--- config.mk ---
export PLATFORM = sky130hd
export DESIGN_NAME = legv8_decode_stage_flat
export DESIGN_NICKNAME = d
export VERILOG_FILES = /design/src/rtl/legv8_decode_stage_pkg.sv /design/src/rtl/legv8_decode_stage_if.sv /design/src/rtl/legv8_decode_comb.sv /design/src/rtl/legv8_decode_stage.sv /design/src/flat_wrapper.sv
export SDC_FILE = /design/constraint.sdc
export NUM_CORES = 1
export LEC_CHECK = 0
export CORE_MARGIN = 8
export CORE_UTILIZATION = 50
export CTS_BUF_LIST = sky130_fd_sc_hd__clkbuf_8
export DETAILED_ROUTE_END_ITERATION = 6
export PLACE_DENSITY = 0.8
export SETUP_SLACK_MARGIN = 0.05
export SLEW_MARGIN = 0
export SYNTH_ARGS = -nofsm -noshare
export SYNTH_HDL_FRONTEND = slang
export SYNTH_SLANG_ARGS = --single-unit
--- constraint.sdc ---
create_clock -name clk -period 5.75 [get_ports clk]
set_clock_uncertainty 0.05 [all_clocks]
set_input_delay 1.15 -clock clk [delete_from_list [all_inputs] [get_ports clk]]
set_output_delay 1.15 -clock clk [all_outputs]
set_load 0.02 [all_outputs]
--- src/rtl/legv8_decode_stage_pkg.sv ---
// legv8_pkg: shared op codes, opcode-field patterns and the decoded control bundle.
// Latency: n/a (types and constants only).
// Backpressure: n/a.
// Contents: op_e (4-bit op code), PAT_* opcode-field patterns, dec_t (op, register indices, control flags).
package legv8_pkg;

  typedef enum logic [3:0] {
    OP_NOP  = 4'd0,
    OP_LDUR = 4'd1,
    OP_STUR = 4'd2,
    OP_ADD  = 4'd3,
    OP_SUB  = 4'd4,
    OP_ADDI = 4'd5,
    OP_SUBI = 4'd6,
    OP_AND  = 4'd7,
    OP_ORR  = 4'd8,
    OP_CBZ  = 4'd9,
    OP_CBNZ = 4'd10,
    OP_B    = 4'd11
  } op_e;

  // D-format and R-format compare inst[31:21]
  localparam logic [10:0] PAT_STUR = 11'b11111000000;
  localparam logic [10:0] PAT_LDUR = 11'b11111000010;
  localparam logic [10:0] PAT_ADD  = 11'b10001011000;
  localparam logic [10:0] PAT_SUB  = 11'b11001011000;
  localparam logic [10:0] PAT_AND  = 11'b10001010000;
  localparam logic [10:0] PAT_ORR  = 11'b10101010000;
  // I-format compares inst[31:22]
  localparam logic [9:0]  PAT_ADDI = 10'b1001000100;
  localparam logic [9:0]  PAT_SUBI = 10'b1101000100;
  // CB-format compares inst[31:24]
  localparam logic [7:0]  PAT_CBZ  = 8'b10110100;
  localparam logic [7:0]  PAT_CBNZ = 8'b10110101;
  // B-format compares inst[31:26]
  localparam logic [5:0]  PAT_B    = 6'b000101;

  // Width-independent part of a decoded instruction; the immediate and the
  // branch target are carried beside it because their widths are parameters.
  typedef struct packed {
    op_e        op;
    logic [4:0] rd;
    logic [4:0] rn;
    logic [4:0] rm;
    logic       reg_write;
    logic       mem_read;
    logic       mem_write;
    logic       is_branch;
    logic       alu_imm;
    logic       illegal;
  } dec_t;

endpackage

--- src/rtl/legv8_decode_stage_if.sv ---
// legv8_decode_stage_if: fetch-side and downstream-side handshake bundle of the decode stage.
// Latency: n/a (wiring only).
// Backpressure: in_valid/in_ready toward fetch, out_valid/out_ready toward execute.
// Modports: slave = decode stage (consumes in_*, drives out_*), master = surrounding pipeline.
interface legv8_decode_stage_if #(
  parameter int DATA_W = 64,
  parameter int ADDR_W = 64
) ();

  logic              in_valid;
  logic              in_ready;
  logic [31:0]       in_inst;
  logic [ADDR_W-1:0] in_pc;

  logic              out_valid;
  logic              out_ready;
  legv8_pkg::op_e    out_op;
  logic [4:0]        out_rd;
  logic [4:0]        out_rn;
  logic [4:0]        out_rm;
  logic [DATA_W-1:0] out_imm;
  logic [ADDR_W-1:0] out_br_target;
  logic              out_reg_write;
  logic              out_mem_read;
  logic              out_mem_write;
  logic              out_is_branch;
  logic              out_alu_imm;
  logic              out_illegal;

  modport slave (
    input  in_valid, in_inst, in_pc, out_ready,
    output in_ready,
    output out_valid, out_op, out_rd, out_rn, out_rm, out_imm, out_br_target,
    output out_reg_write, out_mem_read, out_mem_write, out_is_branch, out_alu_imm, out_illegal
  );

  modport master (
    output in_valid, in_inst, in_pc, out_ready,
    input  in_ready,
    input  out_valid, out_op, out_rd, out_rn, out_rm, out_imm, out_br_target,
    input  out_reg_write, out_mem_read, out_mem_write, out_is_branch, out_alu_imm, out_illegal
  );

endinterface

--- src/rtl/legv8_decode_comb.sv ---
// legv8_decode_comb: combinational LEGv8 subset decoder, instruction + PC -> decoded bundle.
// Latency: 0 cycles (pure combinational).
// Backpressure: none; the enclosing stage owns all flow control.
// Ports: i_inst/i_pc in; o_dec (op, regs, flags), o_imm (extended immediate), o_br_target out.
module legv8_decode_comb
  import legv8_pkg::*;
#(
  parameter int DATA_W = 64,
  parameter int ADDR_W = 64
) (
  input  logic [31:0]       i_inst,
  input  logic [ADDR_W-1:0] i_pc,
  output dec_t              o_dec,
  output logic [DATA_W-1:0] o_imm,
  output logic [ADDR_W-1:0] o_br_target
);

  logic [ADDR_W-1:0] w_off;  // branch offset in instruction units, extended to PC width

  // Pattern checks run in priority order; the groups are disjoint so order only
  // matters for readability. Sign extension uses a size cast of a signed field.
  always_comb begin
    o_dec     = '0;
    o_dec.op  = OP_NOP;
    o_dec.rd  = i_inst[4:0];
    o_dec.rn  = i_inst[9:5];
    o_dec.rm  = i_inst[20:16];
    o_imm     = '0;
    w_off     = '0;
    if (i_inst[31:21] == PAT_STUR) begin
      o_dec.op        = OP_STUR;
      o_dec.mem_write = 1'b1;
      o_dec.alu_imm   = 1'b1;
      o_imm           = DATA_W'($signed(i_inst[20:12]));
    end else if (i_inst[31:21] == PAT_LDUR) begin
      o_dec.op        = OP_LDUR;
      o_dec.mem_read  = 1'b1;
      o_dec.reg_write = 1'b1;
      o_dec.alu_imm   = 1'b1;
      o_imm           = DATA_W'($signed(i_inst[20:12]));
    end else if (i_inst[31:22] == PAT_ADDI || i_inst[31:22] == PAT_SUBI) begin
      o_dec.op        = (i_inst[31:22] == PAT_ADDI) ? OP_ADDI : OP_SUBI;
      o_dec.reg_write = 1'b1;
      o_dec.alu_imm   = 1'b1;
      o_imm           = DATA_W'(i_inst[21:10]);
    end else if (i_inst[31:21] == PAT_ADD) begin
      o_dec.op        = OP_ADD;
      o_dec.reg_write = 1'b1;
    end else if (i_inst[31:21] == PAT_SUB) begin
      o_dec.op        = OP_SUB;
      o_dec.reg_write = 1'b1;
    end else if (i_inst[31:21] == PAT_AND) begin
      o_dec.op        = OP_AND;
      o_dec.reg_write = 1'b1;
    end else if (i_inst[31:21] == PAT_ORR) begin
      o_dec.op        = OP_ORR;
      o_dec.reg_write = 1'b1;
    end else if (i_inst[31:24] == PAT_CBZ || i_inst[31:24] == PAT_CBNZ) begin
      o_dec.op        = (i_inst[31:24] == PAT_CBZ) ? OP_CBZ : OP_CBNZ;
      o_dec.is_branch = 1'b1;
      o_imm           = DATA_W'($signed(i_inst[23:5]));
      w_off           = ADDR_W'($signed(i_inst[23:5]));
    end else if (i_inst[31:26] == PAT_B) begin
      o_dec.op        = OP_B;
      o_dec.is_branch = 1'b1;
      o_imm           = DATA_W'($signed(i_inst[25:0]));
      w_off           = ADDR_W'($signed(i_inst[25:0]));
    end else begin
      // All-zero word is a deliberate NOP; anything else unmatched is flagged.
      o_dec.illegal   = (i_inst != 32'h0);
    end
  end

  // Word offset to byte offset; the add wraps modulo 2^ADDR_W by construction.
  assign o_br_target = o_dec.is_branch ? (i_pc + (w_off << 2)) : '0;

endmodule

--- src/rtl/legv8_decode_stage.sv ---
// legv8_decode_stage: registered LEGv8 decode stage between fetch and register-read/execute.
// Latency: 1 cycle from input transfer to out_valid; FIFO order, 1 instruction/cycle.
// Backpressure: SKID=1 parks one extra entry and registers in_ready (=!skid_full); SKID=0 uses in_ready = !out_valid || out_ready.
// Ports: clk, rst_n (sync, active low), flush, bus (slave modport: in_* handshake/data, out_* decoded bundle).
module legv8_decode_stage
  import legv8_pkg::*;
#(
  parameter int DATA_W = 64,
  parameter int ADDR_W = 64,
  parameter int SKID   = 1
) (
  input  logic                 clk,
  input  logic                 rst_n,
  input  logic                 flush,
  legv8_decode_stage_if.slave  bus
);

  dec_t              w_dec;
  logic [DATA_W-1:0] w_imm;
  logic [ADDR_W-1:0] w_tgt;

  logic              r_main_vld;
  dec_t              r_main_dec;
  logic [DATA_W-1:0] r_main_imm;
  logic [ADDR_W-1:0] r_main_tgt;
  logic              r_skid_vld;
  dec_t              r_skid_dec;
  logic [DATA_W-1:0] r_skid_imm;
  logic [ADDR_W-1:0] r_skid_tgt;
  logic              r_in_rdy;

  logic              w_in_rdy;
  logic              w_in_xfer;
  logic              w_out_xfer;

  legv8_decode_comb #(
    .DATA_W (DATA_W),
    .ADDR_W (ADDR_W)
  ) u_dec (
    .i_inst      (bus.in_inst),
    .i_pc        (bus.in_pc),
    .o_dec       (w_dec),
    .o_imm       (w_imm),
    .o_br_target (w_tgt)
  );

  // r_in_rdy is held at 1 through reset; gating with rst_n keeps in_ready low
  // while reset is asserted and high in the first cycle after release.
  assign w_in_rdy   = rst_n && ((SKID != 0) ? r_in_rdy : (!r_main_vld || bus.out_ready));
  assign w_in_xfer  = bus.in_valid && w_in_rdy && !flush;
  assign w_out_xfer = r_main_vld && bus.out_ready;

  always_ff @(posedge clk) begin
    if (!rst_n) begin
      r_main_vld <= 1'b0;
      r_main_dec <= '0;
      r_main_imm <= '0;
      r_main_tgt <= '0;
      r_skid_vld <= 1'b0;
      r_skid_dec <= '0;
      r_skid_imm <= '0;
      r_skid_tgt <= '0;
      r_in_rdy   <= 1'b1;
    end else if (flush) begin
      r_main_vld <= 1'b0;
      r_skid_vld <= 1'b0;
      r_in_rdy   <= 1'b1;
    end else if (!r_main_vld || w_out_xfer) begin
      // Main register frees up: the older skid entry goes first. in_ready was
      // low while the skid was full, so no input can arrive in that cycle.
      if (r_skid_vld) begin
        r_main_vld <= 1'b1;
        r_main_dec <= r_skid_dec;
        r_main_imm <= r_skid_imm;
        r_main_tgt <= r_skid_tgt;
        r_skid_vld <= 1'b0;
        r_in_rdy   <= 1'b1;
      end else begin
        r_main_vld <= w_in_xfer;
        if (w_in_xfer) begin
          r_main_dec <= w_dec;
          r_main_imm <= w_imm;
          r_main_tgt <= w_tgt;
        end
      end
    end else if (w_in_xfer) begin
      // Main stalled and an input was already promised: park it. Only
      // reachable with SKID=1 since the combinational in_ready is low here.
      r_skid_vld <= 1'b1;
      r_skid_dec <= w_dec;
      r_skid_imm <= w_imm;
      r_skid_tgt <= w_tgt;
      r_in_rdy   <= 1'b0;
    end
  end

  assign bus.in_ready      = w_in_rdy;
  assign bus.out_valid     = r_main_vld;
  assign bus.out_op        = r_main_dec.op;
  assign bus.out_rd        = r_main_dec.rd;
  assign bus.out_rn        = r_main_dec.rn;
  assign bus.out_rm        = r_main_dec.rm;
  assign bus.out_imm       = r_main_imm;
  assign bus.out_br_target = r_main_tgt;
  assign bus.out_reg_write = r_main_dec.reg_write;
  assign bus.out_mem_read  = r_main_dec.mem_read;
  assign bus.out_mem_write = r_main_dec.mem_write;
  assign bus.out_is_branch = r_main_dec.is_branch;
  assign bus.out_alu_imm   = r_main_dec.alu_imm;
  assign bus.out_illegal   = r_main_dec.illegal;

endmodule

--- src/flat_wrapper.sv ---
// flat-port wrapper written by rule: the top's interface ports become plain ports
module legv8_decode_stage_flat import legv8_pkg::*;
#(
  parameter int DATA_W = 64,
  parameter int ADDR_W = 64,
  parameter int SKID   = 1
)
  (clk, rst_n, flush, bus_in_valid, bus_in_inst, bus_in_pc, bus_out_ready, bus_in_ready, bus_out_valid, bus_out_op, bus_out_rd, bus_out_rn, bus_out_rm, bus_out_imm, bus_out_br_target, bus_out_reg_write, bus_out_mem_read, bus_out_mem_write, bus_out_is_branch, bus_out_alu_imm, bus_out_illegal);
  legv8_decode_stage_if #(.DATA_W(DATA_W), .ADDR_W(ADDR_W)) bus_i ();
  input  logic clk;
  input  logic rst_n;
  input  logic flush;
  input wire logic [$bits(bus_i.in_valid)-1:0] bus_in_valid;
  input wire logic [$bits(bus_i.in_inst)-1:0] bus_in_inst;
  input wire logic [$bits(bus_i.in_pc)-1:0] bus_in_pc;
  input wire logic [$bits(bus_i.out_ready)-1:0] bus_out_ready;
  output wire logic [$bits(bus_i.in_ready)-1:0] bus_in_ready;
  output wire logic [$bits(bus_i.out_valid)-1:0] bus_out_valid;
  output wire logic [$bits(bus_i.out_op)-1:0] bus_out_op;
  output wire logic [$bits(bus_i.out_rd)-1:0] bus_out_rd;
  output wire logic [$bits(bus_i.out_rn)-1:0] bus_out_rn;
  output wire logic [$bits(bus_i.out_rm)-1:0] bus_out_rm;
  output wire logic [$bits(bus_i.out_imm)-1:0] bus_out_imm;
  output wire logic [$bits(bus_i.out_br_target)-1:0] bus_out_br_target;
  output wire logic [$bits(bus_i.out_reg_write)-1:0] bus_out_reg_write;
  output wire logic [$bits(bus_i.out_mem_read)-1:0] bus_out_mem_read;
  output wire logic [$bits(bus_i.out_mem_write)-1:0] bus_out_mem_write;
  output wire logic [$bits(bus_i.out_is_branch)-1:0] bus_out_is_branch;
  output wire logic [$bits(bus_i.out_alu_imm)-1:0] bus_out_alu_imm;
  output wire logic [$bits(bus_i.out_illegal)-1:0] bus_out_illegal;
  assign bus_i.in_valid = bus_in_valid;
  assign bus_i.in_inst = bus_in_inst;
  assign bus_i.in_pc = bus_in_pc;
  assign bus_i.out_ready = bus_out_ready;
  assign bus_in_ready = bus_i.in_ready;
  assign bus_out_valid = bus_i.out_valid;
  assign bus_out_op = bus_i.out_op;
  assign bus_out_rd = bus_i.out_rd;
  assign bus_out_rn = bus_i.out_rn;
  assign bus_out_rm = bus_i.out_rm;
  assign bus_out_imm = bus_i.out_imm;
  assign bus_out_br_target = bus_i.out_br_target;
  assign bus_out_reg_write = bus_i.out_reg_write;
  assign bus_out_mem_read = bus_i.out_mem_read;
  assign bus_out_mem_write = bus_i.out_mem_write;
  assign bus_out_is_branch = bus_i.out_is_branch;
  assign bus_out_alu_imm = bus_i.out_alu_imm;
  assign bus_out_illegal = bus_i.out_illegal;
  legv8_decode_stage #(.DATA_W(DATA_W), .ADDR_W(ADDR_W), .SKID(SKID)) u_core (.clk(clk), .rst_n(rst_n), .flush(flush), .bus(bus_i));
endmodule
==> results.json, run 1 <==
{
  "grt_pass1_vias": 14970,
  "final_cells": 2551,
  "gp_congestion": 1.042,
  "path_cells": "clkdlybuf4s50_1 > or4_1 > nor4_1 > nor2_1 > o2111ai_1 > buf_4 > nor2_1 > ha_1 > and3_1 > nor4b_1 > a32o_1 > a21oi_1 > a211o_1 > a211oi_2 > mux2i_1 > buf_4 > mux2i_1 > a21oi_1",
  "final_common_cell": "nand2_1",
  "holdCritStartpoint": "u_core.bus.out_imm[3]",
  "critical_path_peak_fanout": 7,
  "relSlewSlack": 0.2718,
  "drc": 0,
  "max_freq_ghz": 0.1892,
  "port_buffers": 255,
  "synth-async-reset-ratio": 0,
  "wirelength_um": 54780,
  "synth_flop_cell": "dfxtp_1",
  "hp-class": "reg2reg",
  "synth.distinct_cells": 91,
  "ant_nets": 0,
  "first_pass_iters": 5,
  "clk_pin_slew_worst_paths_ns": 0.06,
  "die_height_um": 185.3,
  "cts_tree": "yes",
  "fin_crit_ns": 5.285,
  "ys_ff_latch": 233,
  "first_iter_violations": 1288,
  "synth_enable_flop_cells": 0,
  "layout_common_cells": "265 x nand2_1, 254 x clkdlybuf4s50_1, 232 x dfxtp_1",
  "fillCellCount": 2510,
  "postSynthCellCount": 1936,
  "r2r_setup_slack_ns": 3.05,
  "die_w_um": 185.3,
  "syn_to_final_growth_pct": 26.61,
  "seq_area_frac_synth": 0.3257,
  "reg2reg_from": "u_core.r_skid_vld",
  "finalSetupViolCount": 0,
  "start_kind": "input pin",
  "rr_worst_depth": 7,
  "grt_use_total": 0.3054,
  "tightest_slew_ns": 1.091,
  "hold_viol": 0,
  "power_frac_comb": 0.139,
  "post-place-ws_ns": -0.06869,
  "final_nets": 2268,
  "post-place-cells": 2482,
  "avgSynthCellArea_um2": 7.398,
  "whs_path_depth": 2,
  "syn-cell-area_um2": 14320,
  "clock_path_buffers": 3,
  "pin_count": 256,
  "worst_slack_ns": 0.4645,
  "cts-resized-gates": 0,
  "htree_levels": 2,
  "cpMaxStageDelayCell": "or4_1",
  "grt_max_degree": 166,
  "wl_per_cell_um": 21.47,
  "regArea_um2": 4668,
  "timing.rr.end": "u_core.bus.out_br_target[21]",
  "end_kind": "flop",
  "drv_slew": 0,
  "required_ns": 6.16,
  "overflow": 0,
  "fin_crit_sh": 0.9192,
  "viasPerCell": 6.169,
  "arrival_ns": 5.69,
  "antenna_found_initial": 1,
  "postCtsSetupBuffers": 0,
  "rsz0062_at_grt": "no",
  "coreArea_um2": 28470,
  "cts_buffers": 40,
  "switching_power_mw": 1.040,
  "hold-path-endpoint": "u_core.bus.out_imm[3]",
  "total_power_mw": 3.781,
  "multi_input_area_um2": 8691,
  "p_clk_frac": 0.420,
  "crit_path_max_incr_delay_ns": 0.55,
  "p_int_mw": 2.741,
  "drive_gt1_frac": 0.09741,
  "cts_sinks": 233,
  "vias": 15740,
  "swShare": 0.2751,
  "hpwl_um": 40200,
  "irDropWorstVdd_uv": 168.2,
  "seq_power_share": 0.441,
  "powerDensity_nw_per_um2": 208.5,
  "cts-root-buf": "clkbuf_8",
  "cap_violations": 0,
  "die_area_um2": 34320,
  "status": "complete, no violations",
  "holdBufCountCts": 0,
  "criticalPathCategory": "in2reg",
  "ys_warn_count": 0,
  "rows": 62,
  "utilization": 0.6369,
  "syn-num-nets": 2064,
  "p_leak_nw": 6.394,
  "grt_pass1_wl_um": 83500,
  "clk_latency_ns": 0.58,
  "initial_core_util": 0.5031
}
-- critical path: cells and delay by family --
kind	cells	cell delay, ns
compound gates	6	1.34
fa+ha+maj	1	0.31
buf+inv	3	0.80
mux	2	0.54
simple gates	6	1.55
-- logic make-up after synthesis --
group,count (synthesis),share of synthesized area
AND/OR/NAND/NOR,777,0.2539
flip-flops,233,0.3257
AO/OA/AOI/OAI,590,0.2692
multiplexers,34,0.02376
adder cells (fa/ha/maj),27,0.02411
buffers and inverters,220,0.06971
XOR/XNOR,55,0.03363
-- power by group through the flow --
stage | combinational, mW | clock [mW] | sequential [mW]
6_report | 0.527 | 1.59 | 1.67
2_1_floorplan | 0.221 | 0 | 1.73
5_1_grt | 0.557 | 1.68 | 1.67
3_5_place_dp | 0.518 | 0 | 1.70
3_3_place_gp | 0.515 | 0 | 1.70
4_1_cts | 0.521 | 1.61 | 1.67
-- metrics by stage --
stage	hold WS [ns]	TNS, ns	cell area, µm²
5_1_grt	0.4211	0	18130
3_3_place_gp	0.3770	0	17290
4_1_cts	0.4032	0	18130
3_5_place_dp	0.3932	-0.1507	17290
2_1_floorplan	0.3667	0	14320
6_report	0.4001	0	18130
-- area by class of cell --
class,instances,area share
diodes,1,0.0001380
clock buffers,50,0.03795
clock inverters,18,0.008556
inverters,18,0.003864
multi-input cells,1483,0.4793
flip-flops and latches,233,0.2574
well taps,384,0.02650
repair buffers,364,0.1863
-- synthesized netlist by cell type (all sizes together), types with 6 or more instances --
| cell | n | area share |
|---|---|---|
| o31ai | 12 | 0.0063 |
| and3 | 17 | 0.0074 |
| ha | 26 | 0.023 |
| a22o | 22 | 0.013 |
| inv | 18 | 0.0047 |
| or2 | 7 | 0.0031 |
| a2bb2oi | 6 | 0.0037 |
| or3 | 36 | 0.016 |
| xnor2 | 37 | 0.023 |
| o211ai | 23 | 0.012 |
| o311ai | 11 | 0.0067 |
| nor4 | 37 | 0.016 |
| buf | 61 | 0.028 |
| mux2i | 34 | 0.024 |
| nand2 | 266 | 0.070 |
| nand2b | 11 | 0.0048 |
| clkbuf | 141 | 0.037 |
| dfxtp | 233 | 0.33 |
| a32o | 7 | 0.0049 |
| a2111oi | 6 | 0.0063 |
| nor2 | 227 | 0.060 |
| o21bai | 7 | 0.0037 |
| a21o | 17 | 0.0089 |
| a31oi | 16 | 0.0070 |
| nand4 | 17 | 0.0074 |
| xor2 | 18 | 0.011 |
| nand3 | 61 | 0.022 |
| o22ai | 8 | 0.0039 |
| o21ai | 134 | 0.047 |
| a22oi | 7 | 0.0037 |
| a21oi | 183 | 0.064 |
| a32oi | 7 | 0.0043 |
| a211oi | 51 | 0.028 |
| nor4b | 6 | 0.0041 |
| and2 | 17 | 0.0074 |
| a221oi | 15 | 0.0092 |
| nor3 | 43 | 0.016 |
-- worst max path at each step --
stage / start / endpoint / slack (ns) / depth (start not counted)
floorplan: bus_in_inst[24] / u_core.bus.out_br_target[44] / 0.31 / 17
global placement: bus_in_inst[24] / u_core.bus.out_br_target[52] / 0.004 / 18
CTS: bus_in_inst[24] / u_core.bus.out_br_target[52] / 0.51 / 18
global route: bus_in_inst[23] / u_core.bus.out_br_target[52] / 0.25 / 18
finish: bus_in_inst[23] / u_core.bus.out_br_target[52] / 0.46 / 18
detailed placement: bus_in_inst[24] / u_core.bus.out_br_target[52] / -0.07 / 18
-- flip-flops by register name, indices dropped and copies added (netlist names), 4 cells and up --
| signal | flops |
|---|---|
| u_core.bus.out_br_target | 64 |
| u_core.r_skid_imm | 26 |
| u_core.bus.out_rn | 5 |
| u_core.bus.out_rd | 5 |
| u_core.r_skid_dec | 25 |
| u_core.bus.out_op | 4 |
| u_core.r_skid_tgt | 64 |
| u_core.bus.out_imm | 26 |
| u_core.bus.out_rm | 5 |
-- metal layers --
metal | vias to the layer above | global-route usage | part of all wire
met2 | 822 | 0.5194 | 0.48
met3 | 170 | 0.04668 | 0.080
met1 | 7382 | 0.3619 | 0.38
met4 | 0 | 0.1761 | 0.057
li1 | 7364 | - | -
met5 | - | 0 | 0
(Power assumes the default switching activity.)
==> run 2, diff against run 1 <==
--- a/config.mk
+++ b/config.mk
@@ -6,10 +6,10 @@
 export NUM_CORES = 1
 export LEC_CHECK = 0
 export CORE_MARGIN = 8
-export CORE_UTILIZATION = 50
-export CTS_BUF_LIST = sky130_fd_sc_hd__clkbuf_8
+export CORE_UTILIZATION = 49
+export CTS_CLUSTER_DIAMETER = 50
 export DETAILED_ROUTE_END_ITERATION = 6
-export PLACE_DENSITY = 0.8
+export PLACE_DENSITY = 0.78
 export SETUP_SLACK_MARGIN = 0.05
 export SLEW_MARGIN = 0
 export SYNTH_ARGS = -nofsm -noshare
==> run 2 against run 1 <==
  * Cell count rose by 0.16%
  * Combinational power grew 2%
  * Sequential cell count unchanged
  * Total power is 5.5% higher
  * Setup slack got worse by 0.044 ns
  * Routed wire length rose by 3.4%
  * Global-route usage grew 0.065 points
  * Final area is 1.5% higher
  * Non-clock buffer count is 18 higher
  * Die area grew 1.9%
  * Critical path depth down 2
  * Clock-buffer cell count shrank 12
  * Critical endpoint is now u_core.bus.out_br_target[62]
==> results.json, run 2 (same netlist as run 1, synthesis figures left out) <==
{
  "multi_input_area_um2": 8691,
  "total_power_mw": 3.989,
  "start_kind": "input pin",
  "final_common_cell": "nand2_1",
  "postCtsSetupBuffers": 0,
  "rsz0062_at_grt": "no",
  "syn_to_final_growth_pct": 28.50,
  "required_ns": 6.21,
  "fin_crit_ns": 5.329,
  "drc": 0,
  "end_kind": "flop",
  "hp-class": "reg2reg",
  "p_leak_nw": 6.485,
  "cts-resized-gates": 0,
  "final_nets": 2274,
  "finalSetupViolCount": 0,
  "initial_core_util": 0.4977,
  "fillCellCount": 2553,
  "die_w_um": 187.0,
  "drive_gt1_frac": 0.09880,
  "drv_slew": 0,
  "vias": 15760,
  "regArea_um2": 4668,
  "htree_levels": 1,
  "cts_tree": "yes",
  "wl_per_cell_um": 22.17,
  "clk_latency_ns": 0.57,
  "final_area_um2": 18400,
  "clk_pin_slew_worst_paths_ns": 0.06,
  "grt_use_total": 0.3061,
  "fin_crit_sh": 0.9268,
  "rows": 62,
  "place_area_um2": 17450,
  "powerDensity_nw_per_um2": 216.7,
  "port_buffers": 255,
  "status": "complete, no violations",
  "cts-root-buf": "clkbuf_16",
  "viasPerCell": 6.169,
  "swShare": 0.2705,
  "first_pass_iters": 6,
  "pin_count": 256,
  "hpwl_um": 41810,
  "holdBufCountCts": 0,
  "arrival_ns": 5.79,
  "first_iter_violations": 1490,
  "overflow": 0,
  "criticalPathCategory": "in2reg",
  "cts_sinks": 233,
  "cap_violations": 0,
  "seq_power_share": 0.417,
  "clock_path_buffers": 3,
  "antenna_found_initial": 3,
  "grt_max_degree": 111,
  "p_int_mw": 2.910,
  "die_height_um": 187.0,
  "relSlewSlack": 0.2742,
  "coreArea_um2": 28780,
  "grt_pass1_wl_um": 87190,
  "power_frac_comb": 0.135,
  "gp_congestion": 1.054,
  "irDropWorstVdd_uv": 203.8,
  "cts_buffers": 28,
  "switching_power_mw": 1.079,
  "layout_common_cells": "265 x nand2_1, 254 x clkdlybuf4s50_1, 232 x dfxtp_1",
  "die_area_um2": 34960,
  "ant_nets": 0,
  "hold_viol": 0,
  "p_clk_frac": 0.447,
  "critical_path_peak_fanout": 17,
  "wirelength_um": 56640,
  "grt_pass1_vias": 15050,
  "max_freq_ghz": 0.1876,
  "tightest_slew_ns": 1.087
}
[run 2: cell type report]
class                      instances  share of cell area
clock inverter                    12            0.009518
antenna                            5           0.0006799
inverter                          18            0.003807
clock buffer                      38             0.04174
multi-input combinational       1483              0.4722
tap                              384             0.02611
timing repair buffer             382              0.1923
sequential                       233              0.2537
[run 2: critical path, cell delays in order]
cell,delay (ns)
clkdlybuf4s50_1,0.52
nor4b_2,0.37
and3b_1,0.29
buf_4,0.23
a22oi_1,0.15
fa_1,0.47
nand2b_1,0.19
a21oi_1,0.27
o2111ai_1,0.21
buf_4,0.19
a2111o_1,0.52
a211o_1,0.42
a211oi_2,0.24
nor3_1,0.08
or3_1,0.36
a31oi_1,0.13
[run 2: metrics by stage]
step	utilization	std cells	setup WS, ns	setup TNS (ns)	hold slack (ns)
floorplan	-	1936	0.3052	0	0.3667
global placement	0.6063	2500	-0.02741	-0.05230	0.3779
detailed placement	0.6063	2500	-0.05432	-0.2115	0.3956
CTS	0.6390	2550	0.5305	0	0.4036
global route	0.6392	2552	0.1695	0	0.4278
finish	0.6395	2555	0.4208	0	0.4027
[run 2: worst paths after layout]
check | startpoint | end | slack, ns | cells past startpoint
max | bus_in_inst[31] | u_core.bus.out_br_target[62] | 0.42 | 16
min | u_core.r_skid_imm[6] | u_core.r_skid_imm[6] | 0.40 | 2
max reg2reg | u_core.r_skid_vld | u_core.bus.out_imm[11] | 2.70 | 6
min reg2reg | u_core.r_skid_imm[6] | u_core.r_skid_imm[6] | 0.40 | 2
[run 2: power groups by stage]
stage / logic, mW / registers [mW] / clock network [mW]
floorplan: 0.221 / 1.73 / 0
detailed placement: 0.530 / 1.70 / 0
global placement: 0.528 / 1.70 / 0
global route: 0.571 / 1.67 / 1.86
CTS: 0.533 / 1.66 / 1.80
finish: 0.540 / 1.66 / 1.78
[run 2: per-layer routing]
metal | wire length [µm] | vias up | GRT usage
met5 | 0 | - | 0
met4 | 2788 | 0 | 0.1472
met3 | 3937 | 154 | 0.04810
met2 | 27170 | 736 | 0.5239
met1 | 22740 | 7482 | 0.3704
li1 | - | 7389 | -
